### config.mk
export PLATFORM = sky130hd
export DESIGN_NAME = pipe_hazard_ctrl_flat
export DESIGN_NICKNAME = d
export VERILOG_FILES = /design/src/rtl/pipe_pkg.sv /design/src/rtl/pipe_hazard_ctrl_if.sv /design/src/rtl/pipe_flag_decode.sv /design/src/rtl/pipe_hazard_ctrl.sv /design/src/flat_wrapper.sv
export SDC_FILE = /design/constraint.sdc
export NUM_CORES = 1
export LEC_CHECK = 0
export BUFFER_PORTS_ARGS = -buffer_cell sky130_fd_sc_hd__buf_4
export CORE_ASPECT_RATIO = 0.5
export CORE_MARGIN = 5
export CORE_UTILIZATION = 50
export DETAILED_ROUTE_END_ITERATION = 7
export PLACE_DENSITY = 0.79
export SLEW_MARGIN = 20
export SYNTH_ARGS = -nofsm -noshare
export SYNTH_HDL_FRONTEND = slang
export SYNTH_SLANG_ARGS = --single-unit
### constraint.sdc
create_clock -name clk -period 3 [get_ports clk]
set_input_delay 0 -clock clk [delete_from_list [all_inputs] [get_ports clk]]
set_output_delay 0 -clock clk [all_outputs]
set_load 0.01 [all_outputs]
### src/rtl/pipe_pkg.sv
// ---------------------------------------------------------------------------
// pipe_pkg
// Shared definitions for the pipeline hazard controller: instruction field
// positions, opcode constants, FSM state encoding and the register-file
// read/write flag decode functions used by the stage flag decoders.
// Field naming: Ra = instr[13:11], Rb = instr[10:8].
// ---------------------------------------------------------------------------
package pipe_pkg;

    localparam int unsigned INSTR_W         = 16;
    localparam int unsigned MEM_TIMEOUT_DEF = 255;
    localparam int unsigned TMO_W_DEF       = 8;

    // Bubble encoding; its read/write flags always decode to 0.
    localparam logic [INSTR_W-1:0] NOP_INSTR = 16'h0000;

    // Opcode field positions
    localparam int unsigned OP1_HI = 15;
    localparam int unsigned OP1_LO = 14;
    localparam int unsigned OP2_HI = 13;
    localparam int unsigned OP2_LO = 11;
    localparam int unsigned OP3_HI = 7;
    localparam int unsigned OP3_LO = 4;

    // op1 groups
    localparam logic [1:0] OP1_LD  = 2'b00;
    localparam logic [1:0] OP1_ST  = 2'b01;
    localparam logic [1:0] OP1_BRG = 2'b10;
    localparam logic [1:0] OP1_ALU = 2'b11;

    // op2 within the branch group
    localparam logic [2:0] OP2_LI  = 3'b000;
    localparam logic [2:0] OP2_B   = 3'b100;
    localparam logic [2:0] OP2_BCC = 3'b111;

    // op3 within the ALU group
    localparam logic [3:0] OP3_ADD = 4'b0000;
    localparam logic [3:0] OP3_CMP = 4'b0101;
    localparam logic [3:0] OP3_MOV = 4'b0110;
    localparam logic [3:0] OP3_IN  = 4'b1100;
    localparam logic [3:0] OP3_OUT = 4'b1101;
    localparam logic [3:0] OP3_HLT = 4'b1111;

    // FSM state encoding
    localparam logic [1:0] ST_RUN    = 2'd0;
    localparam logic [1:0] ST_DRAIN  = 2'd1;
    localparam logic [1:0] ST_HALTED = 2'd2;

    function automatic logic [1:0] op1_of(input logic [INSTR_W-1:0] instr);
        return instr[OP1_HI:OP1_LO];
    endfunction

    function automatic logic [2:0] op2_of(input logic [INSTR_W-1:0] instr);
        return instr[OP2_HI:OP2_LO];
    endfunction

    function automatic logic [3:0] op3_of(input logic [INSTR_W-1:0] instr);
        return instr[OP3_HI:OP3_LO];
    endfunction

    function automatic logic is_hlt(input logic [INSTR_W-1:0] instr);
        return (op1_of(instr) == OP1_ALU) && (op3_of(instr) == OP3_HLT);
    endfunction

    function automatic logic is_branch(input logic [INSTR_W-1:0] instr);
        return (op1_of(instr) == OP1_BRG) &&
               ((op2_of(instr) == OP2_B) || (op2_of(instr) == OP2_BCC));
    endfunction

    // LD shares op1=00 with the NOP encoding, so the bubble is excluded.
    function automatic logic is_mem(input logic [INSTR_W-1:0] instr);
        return (instr != NOP_INSTR) &&
               ((op1_of(instr) == OP1_LD) || (op1_of(instr) == OP1_ST));
    endfunction

    // Register-file read flags {ra, rb}
    function automatic logic [1:0] instr_to_rf(input logic [INSTR_W-1:0] instr);
        logic [1:0] rf;
        rf = 2'b00;
        if (instr != NOP_INSTR) begin
            case (op1_of(instr))
                OP1_LD:  rf = 2'b01;           // base register
                OP1_ST:  rf = 2'b11;           // data + base
                OP1_ALU: begin
                    casez (op3_of(instr))
                        4'b00??, 4'b010?: rf = 2'b11; // ADD..XOR, CMP
                        OP3_MOV:          rf = 2'b10;
                        4'b10??:          rf = 2'b01; // shifts act on Rb
                        OP3_OUT:          rf = 2'b10;
                        default:          rf = 2'b00;
                    endcase
                end
                default: rf = 2'b00;           // LI / branches read nothing
            endcase
        end
        return rf;
    endfunction

    // Register-file write flags {wa, wb}
    function automatic logic [1:0] instr_to_wf(input logic [INSTR_W-1:0] instr);
        logic [1:0] wf;
        wf = 2'b00;
        if (instr != NOP_INSTR) begin
            case (op1_of(instr))
                OP1_LD:  wf = 2'b10;
                OP1_BRG: wf = (op2_of(instr) == OP2_LI) ? 2'b01 : 2'b00;
                OP1_ALU: begin
                    casez (op3_of(instr))
                        OP3_CMP:          wf = 2'b00;
                        4'b00??, 4'b0100: wf = 2'b01;
                        OP3_MOV:          wf = 2'b01;
                        4'b10??:          wf = 2'b01;
                        OP3_IN:           wf = 2'b01;
                        default:          wf = 2'b00;
                    endcase
                end
                default: wf = 2'b00;           // ST writes nothing
            endcase
        end
        return wf;
    endfunction

endpackage

### src/rtl/pipe_hazard_ctrl_if.sv
// ---------------------------------------------------------------------------
// pipe_hazard_ctrl_if
// Groups fetch, data-memory, branch and stage-register signals of the hazard
// controller. master = controller, slave = fetch/memory/forwarding side.
//   fetch_valid/fetch_instr/fetch_ready : fetch handshake
//   br_taken, mem_ack, restart          : control inputs
//   mem_req, flush, stall, halted, mem_err : status outputs
//   instr0..2 + rarf0/rbrf0/rawf1/rbwf1/rawf2/rbwf2 : stage regs and flags
// ---------------------------------------------------------------------------
interface pipe_hazard_ctrl_if;
    import pipe_pkg::*;

    logic                fetch_valid;
    logic [INSTR_W-1:0]  fetch_instr;
    logic                fetch_ready;
    logic                br_taken;
    logic                mem_ack;
    logic                mem_req;
    logic                restart;
    logic [INSTR_W-1:0]  instr0;
    logic [INSTR_W-1:0]  instr1;
    logic [INSTR_W-1:0]  instr2;
    logic                rarf0;
    logic                rbrf0;
    logic                rawf1;
    logic                rbwf1;
    logic                rawf2;
    logic                rbwf2;
    logic                flush;
    logic                stall;
    logic                halted;
    logic                mem_err;

    modport master (
        input  fetch_valid, fetch_instr, br_taken, mem_ack, restart,
        output fetch_ready, mem_req, instr0, instr1, instr2,
               rarf0, rbrf0, rawf1, rbwf1, rawf2, rbwf2,
               flush, stall, halted, mem_err
    );

    modport slave (
        output fetch_valid, fetch_instr, br_taken, mem_ack, restart,
        input  fetch_ready, mem_req, instr0, instr1, instr2,
               rarf0, rbrf0, rawf1, rbwf1, rawf2, rbwf2,
               flush, stall, halted, mem_err
    );

endinterface

### src/rtl/pipe_flag_decode.sv
// ---------------------------------------------------------------------------
// pipe_flag_decode
// Register-file read/write flag decode for one stage register.
//   i_instr : stage instruction
//   o_rarf/o_rbrf : instruction reads Ra/Rb
//   o_rawf/o_rbwf : instruction writes Ra/Rb
// ---------------------------------------------------------------------------
module pipe_flag_decode
    import pipe_pkg::*;
(
    input  logic [INSTR_W-1:0] i_instr,
    output logic               o_rarf,
    output logic               o_rbrf,
    output logic               o_rawf,
    output logic               o_rbwf
);

    logic [1:0] w_rf;
    logic [1:0] w_wf;

    always_comb begin
        w_rf = instr_to_rf(i_instr);
        w_wf = instr_to_wf(i_instr);
    end

    assign o_rarf = w_rf[1];
    assign o_rbrf = w_rf[0];
    assign o_rawf = w_wf[1];
    assign o_rbwf = w_wf[0];

endmodule

### src/rtl/pipe_hazard_ctrl.sv
// ---------------------------------------------------------------------------
// pipe_hazard_ctrl
// Sequencing controller for the 3-deep in-flight window (instr0 decode,
// instr1 execute/memory, instr2 writeback): memory hold with bubbles and
// timeout, branch flush, and HLT drain/halt FSM.
//   clk, rst_n : clock, asynchronous active-low reset
//   bus        : pipe_hazard_ctrl_if.master (fetch, memory, branch, status,
//                stage registers and their register-file flags)
// ---------------------------------------------------------------------------
module pipe_hazard_ctrl
    import pipe_pkg::*;
#(
    parameter int unsigned MEM_TIMEOUT = MEM_TIMEOUT_DEF,
    parameter int unsigned TMO_W       = TMO_W_DEF
) (
    input  logic               clk,
    input  logic               rst_n,
    pipe_hazard_ctrl_if.master bus
);

    logic [INSTR_W-1:0] r_instr0, r_instr1, r_instr2;
    logic [1:0]         r_state;
    logic [TMO_W-1:0]   r_wait_cnt;
    logic               r_mem_err;

    logic [INSTR_W-1:0] w_instr0_nxt, w_instr1_nxt, w_instr2_nxt;
    logic [1:0]         w_state_nxt;
    logic [TMO_W-1:0]   w_wait_cnt_nxt;
    logic               w_mem_err_nxt;

    logic w_mem_req, w_hold, w_timeout, w_flush, w_fetch_ready, w_accept;
    logic w_rarf0, w_rbrf0, w_rawf0, w_rbwf0;
    logic w_rarf1, w_rbrf1, w_rawf1, w_rbwf1;
    logic w_rarf2, w_rbrf2, w_rawf2, w_rbwf2;
    logic w_unused_flags;

    // Hazard conditions; a same-cycle ack means zero-wait, no hold.
    assign w_mem_req     = is_mem(r_instr1);
    assign w_hold        = w_mem_req & ~bus.mem_ack;
    assign w_timeout     = w_hold & (r_wait_cnt == TMO_W'(MEM_TIMEOUT));
    assign w_flush       = bus.br_taken & is_branch(r_instr1) & ~w_hold;
    // rst_n term keeps fetch_ready low while reset is asserted.
    assign w_fetch_ready = rst_n & (r_state == ST_RUN) & ~w_hold & ~w_flush;
    assign w_accept      = bus.fetch_valid & w_fetch_ready;

    // Next-state: timeout > hold > flush > HLT retire > normal advance
    always_comb begin
        w_state_nxt    = r_state;
        w_instr0_nxt   = r_instr0;
        w_instr1_nxt   = r_instr1;
        w_instr2_nxt   = r_instr2;
        w_wait_cnt_nxt = '0;
        w_mem_err_nxt  = r_mem_err;

        if (w_timeout) begin
            w_instr0_nxt  = NOP_INSTR;
            w_instr1_nxt  = NOP_INSTR;
            w_instr2_nxt  = NOP_INSTR;
            w_mem_err_nxt = 1'b1;
            w_state_nxt   = ST_HALTED;
        end else if (w_hold) begin
            w_instr2_nxt   = NOP_INSTR;
            w_wait_cnt_nxt = r_wait_cnt + TMO_W'(1);
        end else if (w_flush) begin
            w_instr2_nxt = r_instr1;
            w_instr1_nxt = NOP_INSTR;
            w_instr0_nxt = NOP_INSTR;
            // Squashing the HLT in decode cancels the drain.
            if ((r_state == ST_DRAIN) && is_hlt(r_instr0))
                w_state_nxt = ST_RUN;
        end else if ((r_state == ST_DRAIN) && is_hlt(r_instr2)) begin
            w_instr0_nxt = NOP_INSTR;
            w_instr1_nxt = NOP_INSTR;
            w_instr2_nxt = NOP_INSTR;
            w_state_nxt  = ST_HALTED;
        end else begin
            w_instr2_nxt = r_instr1;
            w_instr1_nxt = r_instr0;
            w_instr0_nxt = w_accept ? bus.fetch_instr : NOP_INSTR;
            case (r_state)
                ST_RUN: begin
                    if (w_accept && is_hlt(bus.fetch_instr))
                        w_state_nxt = ST_DRAIN;
                end
                ST_HALTED: begin
                    if (bus.restart)
                        w_state_nxt = ST_RUN;
                end
                default: w_state_nxt = r_state;
            endcase
        end
    end

    // State and pipe registers
    always_ff @(posedge clk or negedge rst_n) begin
        if (!rst_n) begin
            r_state    <= ST_RUN;
            r_instr0   <= NOP_INSTR;
            r_instr1   <= NOP_INSTR;
            r_instr2   <= NOP_INSTR;
            r_wait_cnt <= '0;
            r_mem_err  <= 1'b0;
        end else begin
            r_state    <= w_state_nxt;
            r_instr0   <= w_instr0_nxt;
            r_instr1   <= w_instr1_nxt;
            r_instr2   <= w_instr2_nxt;
            r_wait_cnt <= w_wait_cnt_nxt;
            r_mem_err  <= w_mem_err_nxt;
        end
    end

    // Per-stage flag decode
    pipe_flag_decode u_dec0 (
        .i_instr (r_instr0),
        .o_rarf  (w_rarf0),
        .o_rbrf  (w_rbrf0),
        .o_rawf  (w_rawf0),
        .o_rbwf  (w_rbwf0)
    );

    pipe_flag_decode u_dec1 (
        .i_instr (r_instr1),
        .o_rarf  (w_rarf1),
        .o_rbrf  (w_rbrf1),
        .o_rawf  (w_rawf1),
        .o_rbwf  (w_rbwf1)
    );

    pipe_flag_decode u_dec2 (
        .i_instr (r_instr2),
        .o_rarf  (w_rarf2),
        .o_rbrf  (w_rbrf2),
        .o_rawf  (w_rawf2),
        .o_rbwf  (w_rbwf2)
    );

    // Forwarding only needs reads in decode and writes downstream.
    assign w_unused_flags = ^{w_rawf0, w_rbwf0, w_rarf1, w_rbrf1, w_rarf2, w_rbrf2};

    assign bus.fetch_ready = w_fetch_ready;
    assign bus.mem_req     = w_mem_req;
    assign bus.instr0      = r_instr0;
    assign bus.instr1      = r_instr1;
    assign bus.instr2      = r_instr2;
    assign bus.rarf0       = w_rarf0;
    assign bus.rbrf0       = w_rbrf0;
    assign bus.rawf1       = w_rawf1;
    assign bus.rbwf1       = w_rbwf1;
    assign bus.rawf2       = w_rawf2;
    assign bus.rbwf2       = w_rbwf2;
    assign bus.flush       = w_flush;
    assign bus.stall       = w_hold;
    assign bus.halted      = (r_state == ST_HALTED);
    assign bus.mem_err     = r_mem_err;

endmodule
### src/flat_wrapper.sv
// flat-port wrapper written by rule: the top's interface ports become plain ports
module pipe_hazard_ctrl_flat import pipe_pkg::*;
#(
    parameter int unsigned MEM_TIMEOUT = MEM_TIMEOUT_DEF,
    parameter int unsigned TMO_W       = TMO_W_DEF
)
  (clk, rst_n, bus_fetch_valid, bus_fetch_instr, bus_br_taken, bus_mem_ack, bus_restart, bus_fetch_ready, bus_mem_req, bus_instr0, bus_instr1, bus_instr2, bus_rarf0, bus_rbrf0, bus_rawf1, bus_rbwf1, bus_rawf2, bus_rbwf2, bus_flush, bus_stall, bus_halted, bus_mem_err);
  pipe_hazard_ctrl_if bus_i ();
  input  logic clk;
  input  logic rst_n;
  input wire logic [$bits(bus_i.fetch_valid)-1:0] bus_fetch_valid;
  input wire logic [$bits(bus_i.fetch_instr)-1:0] bus_fetch_instr;
  input wire logic [$bits(bus_i.br_taken)-1:0] bus_br_taken;
  input wire logic [$bits(bus_i.mem_ack)-1:0] bus_mem_ack;
  input wire logic [$bits(bus_i.restart)-1:0] bus_restart;
  output wire logic [$bits(bus_i.fetch_ready)-1:0] bus_fetch_ready;
  output wire logic [$bits(bus_i.mem_req)-1:0] bus_mem_req;
  output wire logic [$bits(bus_i.instr0)-1:0] bus_instr0;
  output wire logic [$bits(bus_i.instr1)-1:0] bus_instr1;
  output wire logic [$bits(bus_i.instr2)-1:0] bus_instr2;
  output wire logic [$bits(bus_i.rarf0)-1:0] bus_rarf0;
  output wire logic [$bits(bus_i.rbrf0)-1:0] bus_rbrf0;
  output wire logic [$bits(bus_i.rawf1)-1:0] bus_rawf1;
  output wire logic [$bits(bus_i.rbwf1)-1:0] bus_rbwf1;
  output wire logic [$bits(bus_i.rawf2)-1:0] bus_rawf2;
  output wire logic [$bits(bus_i.rbwf2)-1:0] bus_rbwf2;
  output wire logic [$bits(bus_i.flush)-1:0] bus_flush;
  output wire logic [$bits(bus_i.stall)-1:0] bus_stall;
  output wire logic [$bits(bus_i.halted)-1:0] bus_halted;
  output wire logic [$bits(bus_i.mem_err)-1:0] bus_mem_err;
  assign bus_i.fetch_valid = bus_fetch_valid;
  assign bus_i.fetch_instr = bus_fetch_instr;
  assign bus_i.br_taken = bus_br_taken;
  assign bus_i.mem_ack = bus_mem_ack;
  assign bus_i.restart = bus_restart;
  assign bus_fetch_ready = bus_i.fetch_ready;
  assign bus_mem_req = bus_i.mem_req;
  assign bus_instr0 = bus_i.instr0;
  assign bus_instr1 = bus_i.instr1;
  assign bus_instr2 = bus_i.instr2;
  assign bus_rarf0 = bus_i.rarf0;
  assign bus_rbrf0 = bus_i.rbrf0;
  assign bus_rawf1 = bus_i.rawf1;
  assign bus_rbwf1 = bus_i.rbwf1;
  assign bus_rawf2 = bus_i.rawf2;
  assign bus_rbwf2 = bus_i.rbwf2;
  assign bus_flush = bus_i.flush;
  assign bus_stall = bus_i.stall;
  assign bus_halted = bus_i.halted;
  assign bus_mem_err = bus_i.mem_err;
  pipe_hazard_ctrl #(.MEM_TIMEOUT(MEM_TIMEOUT), .TMO_W(TMO_W)) u_core (.clk(clk), .rst_n(rst_n), .bus(bus_i));
endmodule
* Word level (Yosys, flattened, before mapping)
Index checks and enable logic that the tools add are counted.
** Storage, ports and cells
- Bits in registers :: 59
- Input bits :: 22
- Word-level logic and storage cells :: 112
** Operators by class
- $add $sub $neg :: 1
- Eq/ne operators :: 32
- Mux-type cells :: 34
- Bitwise operators :: 11
- Reduce and logical (&&, ||, !) cells :: 28
** Operator list (number)
- 16-bit two-way mux :: 13
- 16-bit nonzero test :: 3
- 4-bit equality test, second input constant :: 6
- 2-bit one-hot mux with 3 select lines :: 4
- 2-bit equality test, second input constant :: 10
- 4-bit by 3-bit equality test with 1-bit output, second input constant :: 5
- 2-bit two-way mux :: 10
- 8-bit two-way mux :: 2
- 2-bit zero test :: 7
- 5-bit OR reduction :: 2
- 8-bit by 1-bit adder with 8-bit output, second input constant :: 1
- 1-bit AND :: 8
- 8-bit equality test, second input constant :: 1
- 1-bit logical AND :: 8
- 2-bit by 1-bit equality test with 1-bit output, second input constant :: 3
- 3-bit equality test, second input constant :: 2
- 3-bit zero test :: 2
- 5-bit by 2-bit inequality test with 1-bit output, second input constant :: 1
- 5-bit by 3-bit inequality test with 1-bit output, second input constant :: 1
- 5-bit AND reduction :: 1
- 5-bit nonzero test :: 1
- 1-bit two-way mux :: 4
- 2-bit one-hot mux with 2 select lines :: 1
- 2-bit OR reduction :: 2
- 5 further kinds :: 8

* Longest topological paths before layout
- Word-level depth :: 16
- Gate-level depth with buffers :: 6

* Modules after synthesis
A second synthesis with hierarchy kept.
** Second synthesis, totals
- Cells, all modules :: 233
- Area total of the unflattened synthesis :: 2723.9 sq um
** Modules (own cells, without submodules)
- pipe_hazard_ctrl :: times used 1, cells an instance 188, area each 2404.8 sq um
- pipe_flag_decode :: times used 3, cells an instance 15, area each 106.4 sq um

* Least setup slack after synthesis
No wires, ideal clock.
- Path kind :: register to register
- Start :: register u_core.r_instr1[15] (netlist: u_core.bus.instr1[15])
- End :: register u_core.r_instr0[6] (netlist: u_core.bus.instr0[6])
- Setup time :: 64 ps
- Data arrival time :: 2347 ps
- Setup slack :: 589 ps
- Stages on the path, launching flop included :: 7
- Clock period less this slack :: 2411 ps
- Cells stage by stage :: dfrtp_1 -> or4_4 -> o41ai_4 -> inv_4 -> nor4_4 -> buf_6 -> a22o_2
** On the way
- Word-level cells in the longest chain between the ends :: 14
- Elaborated cells between the ends (all ways) :: 22
- Those cells by class :: 3 x eq/ne; 5 x mux; 9 x bitwise; 5 x reduce/logical
** Ends and longest elaborated chain
- start, declared :: line pipe_hazard_ctrl.sv:21 : logic [INSTR_W-1:0] r_instr0, r_instr1, r_instr2;
- start signal, assigned :: line pipe_hazard_ctrl.sv:106 : r_instr1 <= w_instr1_nxt;
- 2-bit by 1-bit equality test with 1-bit output or 2-bit zero test (tied branches) :: line pipe_pkg.sv:73 : ((op1_of(instr) == OP1_LD) || (op1_of(instr) == OP1_ST));
- 1-bit logical OR :: line pipe_pkg.sv:73
- 1-bit logical AND * :: line pipe_pkg.sv:72 : return (instr != NOP_INSTR) &&
- 1-bit AND * :: line pipe_hazard_ctrl.sv:39 : assign w_hold = w_mem_req & ~bus.mem_ack;
- net bus_stall :: line flat_wrapper.sv:28 : output wire logic [$bits(bus_i.stall)-1:0] bus_stall;
- 1-bit inverter :: line pipe_hazard_ctrl.sv:41, pipe_hazard_ctrl.sv:43
- 1-bit AND :: line pipe_hazard_ctrl.sv:41 : assign w_flush = bus.br_taken & is_branch(r_instr1) & ~w_hold;
- 1-bit inverter :: line pipe_hazard_ctrl.sv:43 : assign w_fetch_ready = rst_n & (r_state == ST_RUN) & ~w_hold & ~w_flush;
- 1-bit AND :: line pipe_hazard_ctrl.sv:43
- 1-bit AND :: line pipe_hazard_ctrl.sv:44 : assign w_accept = bus.fetch_valid & w_fetch_ready;
- 16-bit two-way mux :: line pipe_hazard_ctrl.sv:79 : w_instr0_nxt = w_accept ? bus.fetch_instr : NOP_INSTR;
- 16-bit two-way mux :: line pipe_hazard_ctrl.sv:71 : end else if ((r_state == ST_DRAIN) && is_hlt(r_instr2)) begin
- 16-bit two-way mux :: line pipe_hazard_ctrl.sv:64 : end else if (w_flush) begin
- 16-bit two-way mux :: line pipe_hazard_ctrl.sv:61 : end else if (w_hold) begin
- 16-bit two-way mux :: line pipe_hazard_ctrl.sv:55 : if (w_timeout) begin
- end signal, assigned :: line pipe_hazard_ctrl.sv:105 : r_instr0 <= w_instr0_nxt;
- end, declared :: line pipe_hazard_ctrl.sv:21
Mark *: on every way through the listed nets, which the timed path passes. The rest lies on a longest branch. The select of a mux whose other input is x is not followed.
A chain may end at the register's enable or synchronous reset.

* Final worst setup path
- Start :: register u_core.r_instr1[15] (netlist: u_core.bus.instr1[15])
- End :: register u_core.r_instr1[3] (netlist: u_core.bus.instr1[3])
** On the way
- Word-level cells in the longest chain between the ends :: 9
- Elaborated cells between the ends (all ways) :: 16
- Those cells by class :: 3 x eq/ne; 3 x mux; 5 x bitwise; 5 x reduce/logical
** Ends and longest elaborated chain (line)
- 2-bit by 1-bit equality test with 1-bit output or 2-bit zero test (tied branches) :: pipe_pkg.sv:73
- 1-bit logical OR :: pipe_pkg.sv:73
- 1-bit logical AND :: pipe_pkg.sv:72
- 1-bit AND :: pipe_hazard_ctrl.sv:39
- 1-bit inverter :: pipe_hazard_ctrl.sv:41
- 1-bit AND :: pipe_hazard_ctrl.sv:41
- 16-bit two-way mux :: pipe_hazard_ctrl.sv:64
- 16-bit two-way mux :: pipe_hazard_ctrl.sv:61
- 16-bit two-way mux :: pipe_hazard_ctrl.sv:55
Parallel ways exist; a longest one is shown, timed or not. The select of a mux whose other input is x is not followed.

==> impl_metrics.tcl <==
set metrics [dict create \
    worstPathRequired_ps 3270 \
    areaGrowthSynthToFinish_pct 42.9 \
    ys_dominant_reg_cell "dfrtp_1" \
    total_power_mw 3.74 \
    status "complete, no violations" \
    finalCritPeriodShare_pct 88.2 \
    yosys.area.top_type "dfrtp_1" \
    via_per_inst 5.51 \
    finalWirelength_um 6760 \
    p_sw_share_pct 37.4 \
    numCtsBuffers 9 \
    htree_levels 3 \
    hp-class "input port to flop" \
    gr-total-overflow 0 \
    yosysMostFrequentCell "dfrtp_1" \
    final_util_pct 74.0 \
    core_area_um2 4950 \
    drv_slew 0 \
    dr.pass1.iters 4 \
    gp_congestion 0.887 \
    clock_latency_ps 330 \
    final.setup.tns_ps 0 \
    cts_buffer_depth 2 \
    met1_length_um 2960 \
    maxSlewHeadroom_pct 52.1 \
    hold_violations 0 \
    vias 2137 \
    yosysUniqueCellTypes 43 \
    placementRows 18 \
    yosys_warnings 0 \
    drc 0 \
    peakVddDrop_v 0.000469 \
    leakage_nw 1.82 \
    synth.avg_cell_area_um2 12.4 \
    clock.fmax_mhz 378 \
    drt_iter0_drc 154 \
    setup_viol 0 \
    die_w_um 111 \
    start_kind "flop" \
    grt_pass1_wl_um 11000 \
    synth_area_leaders "dfrtp_1, a22o_1, a22o_2" \
    num_antenna_cells 0 \
    synth_edf_count 0 \
    critPathMaxFanout 16 \
    drive_gt1_share_pct 39.6 \
    synth_top_cells_by_count "dfrtp_1, a22o_1, and2_1" \
    syn_area_um2 2560 \
    worst_pin_slew_ps 718 \
    fin_nets 336 \
    cts_setup_buffers 0 \
    p_seq_share_pct 33.9 \
    antenna_found_initial 0 \
    first_global_vias 2134 \
    r2r_cells 5 \
    dieArea_um2 6750 \
    crit_type "flop to flop" \
    die_h_um 60.6 \
    hold_depth 4 \
    clk_pin_slew_worst_paths_ps 60 \
    finalCriticalPeriod_ps 2650 \
    ios 82 \
    wl_met3_um 521 \
    p_int_mw 2.34 \
    syn_inst 206 \
    power_frac_comb_pct 43.0 \
    r2r_end "u_core.bus.instr1[3]" \
    drv_cap 0 \
    pwr-share-clk_pct 23.1 \
    wl_per_cell_um 17.4 \
    cts_sinks 59 \
    p_sw_mw 1.40 \
    grt_max_degree 61 \
    async_flop_share_pct 100 \
    root_buffer "clkbuf_8" \
    initial_core_util_pct 51.7 \
    met2_wirelength_um 3160 \
    min-delay-start "bus_restart" \
    worstPathArrival_ps 2910 \
    worstReg2RegStart "u_core.bus.instr1[15]" \
    fin_skew_ps 6.80 \
    synth_top_cell_area_share_pct 57.6 \
    portBuffers 81 \
    syn_nets 229 \
    dp_hpwl_um 4820 \
    min_to "u_core.r_state[1]" \
    ff2ff_setup_slack_ps 350 \
    detail-route-antenna-nets 0 \
    ys_seq_elements 59 \
    grt_use_total_pct 21.3 \
    yosysSeqAreaShare_pct 57.6 \
    p_per_area_nw_per_um2 1020 \
    end_kind "flop" \
    top_layer_used "met4" \
    cts_tree "built" \
    rsz0062_at_grt "no" \
]
power by group through the flow:
stage	registers, mW	clock network [mW]	logic, mW
after global routing	1.31	0.916	1.73
after CTS	1.26	0.882	1.61
after detailed placement	1.28	0	1.58
after floorplan	1.27	0	0.909
final	1.27	0.867	1.61
after global placement	1.27	0	1.54
logic make-up after synthesis:
family / share of synthesized area [%]
flip-flops: 57.6
adder cells (fa/ha/maj): 0.488
XOR/XNOR: 2.39
AND/OR/NAND/NOR: 18.4
AO/OA/AOI/OAI: 18.0
buffers and inverters: 2.64
multiplexers: 0.439
cell type report:
cell class / count / area (um2)
inverter: 5 / 21.3
multi-input combinational: 136 / 1030
timing repair buffer: 102 / 811
fill: 341 / 1290
clock inverter: 5 / 100
sequential: 59 / 1480
clock buffer: 11 / 141
tap: 70 / 87.6
per-layer routing:
layer  global-route usage (%)  vias to the layer above
li1                         -                     1003
met1                     28.0                     1031
met2                     32.9                       90
met3                     6.87                       13
met4                     10.1                        0
met5                        0                        -
cell usage in the layout, fill, tap and decap left out, types with 2 or more instances in the layout:
cell	instances
xnor2_1	2
and2_1	16
a22o_1	16
inv_1	4
clkinv_2	2
nand3_1	5
nand4_1	6
nor4_1	8
nor3_1	6
or4_1	3
dlygate4sd3_1	18
dfrtp_1	59
a21oi_1	2
or4_4	2
nor2_1	12
a21o_2	2
a21boi_0	4
bufinv_16	3
xor2_1	5
nand2_1	6
and4_1	4
a22o_2	14
clkbuf_8	10
o21ai_0	3
buf_4	84
worst max-delay path: stages, from the launching register on:
cell and delay (ps):
dfrtp_1 440, or4_4 580, o41ai_4 610, inv_4 170, nor3_4 550, a22o_1 220
worst max-delay path by stage:
| stage | startpoint | to | cells after the start |
|---|---|---|---|
| final | u_core.bus.instr1[15] | u_core.bus.instr1[3] | 5 |
| after global routing | u_core.bus.instr1[15] | u_core.bus.instr1[3] | 5 |
| after CTS | u_core.bus.instr1[15] | u_core.bus.instr1[3] | 5 |
| after detailed placement | u_core.bus.instr1[15] | u_core.bus.instr1[3] | 5 |
| after global placement | u_core.bus.instr1[15] | u_core.bus.instr1[10] | 5 |
| after floorplan | u_core.bus.instr1[15] | u_core.bus.instr0[6] | 6 |
stage by stage:
| stage | hold WS [ps] | instance area (um2) | instances | setup WS [ps] |
|---|---|---|---|---|
| floorplan | -296 | 2560 | 206 | 589 |
| global placement | 188 | 3240 | 354 | 536 |
| detailed placement | 202 | 3240 | 354 | 440 |
| CTS | 107 | 3660 | 388 | 420 |
| global route | 129 | 3660 | 388 | 255 |
| finish | 128 | 3660 | 388 | 354 |
state kept, by name, indices dropped and copies added, names as in the netlist:
register            count
u_core.bus.instr0      16
u_core.bus.instr1      16
u_core.bus.instr2      16
u_core.r_wait_cnt       8
u_core.r_state          2
u_core.bus.mem_err      1
repair_timing:
item,in CTS,in global routing
resized for setup,0,0
setup endpoints to repair,0,0
hold buffers,18,0
hold endpoints to repair,76,0
Note: power is estimated with default switching activity, not from simulation.
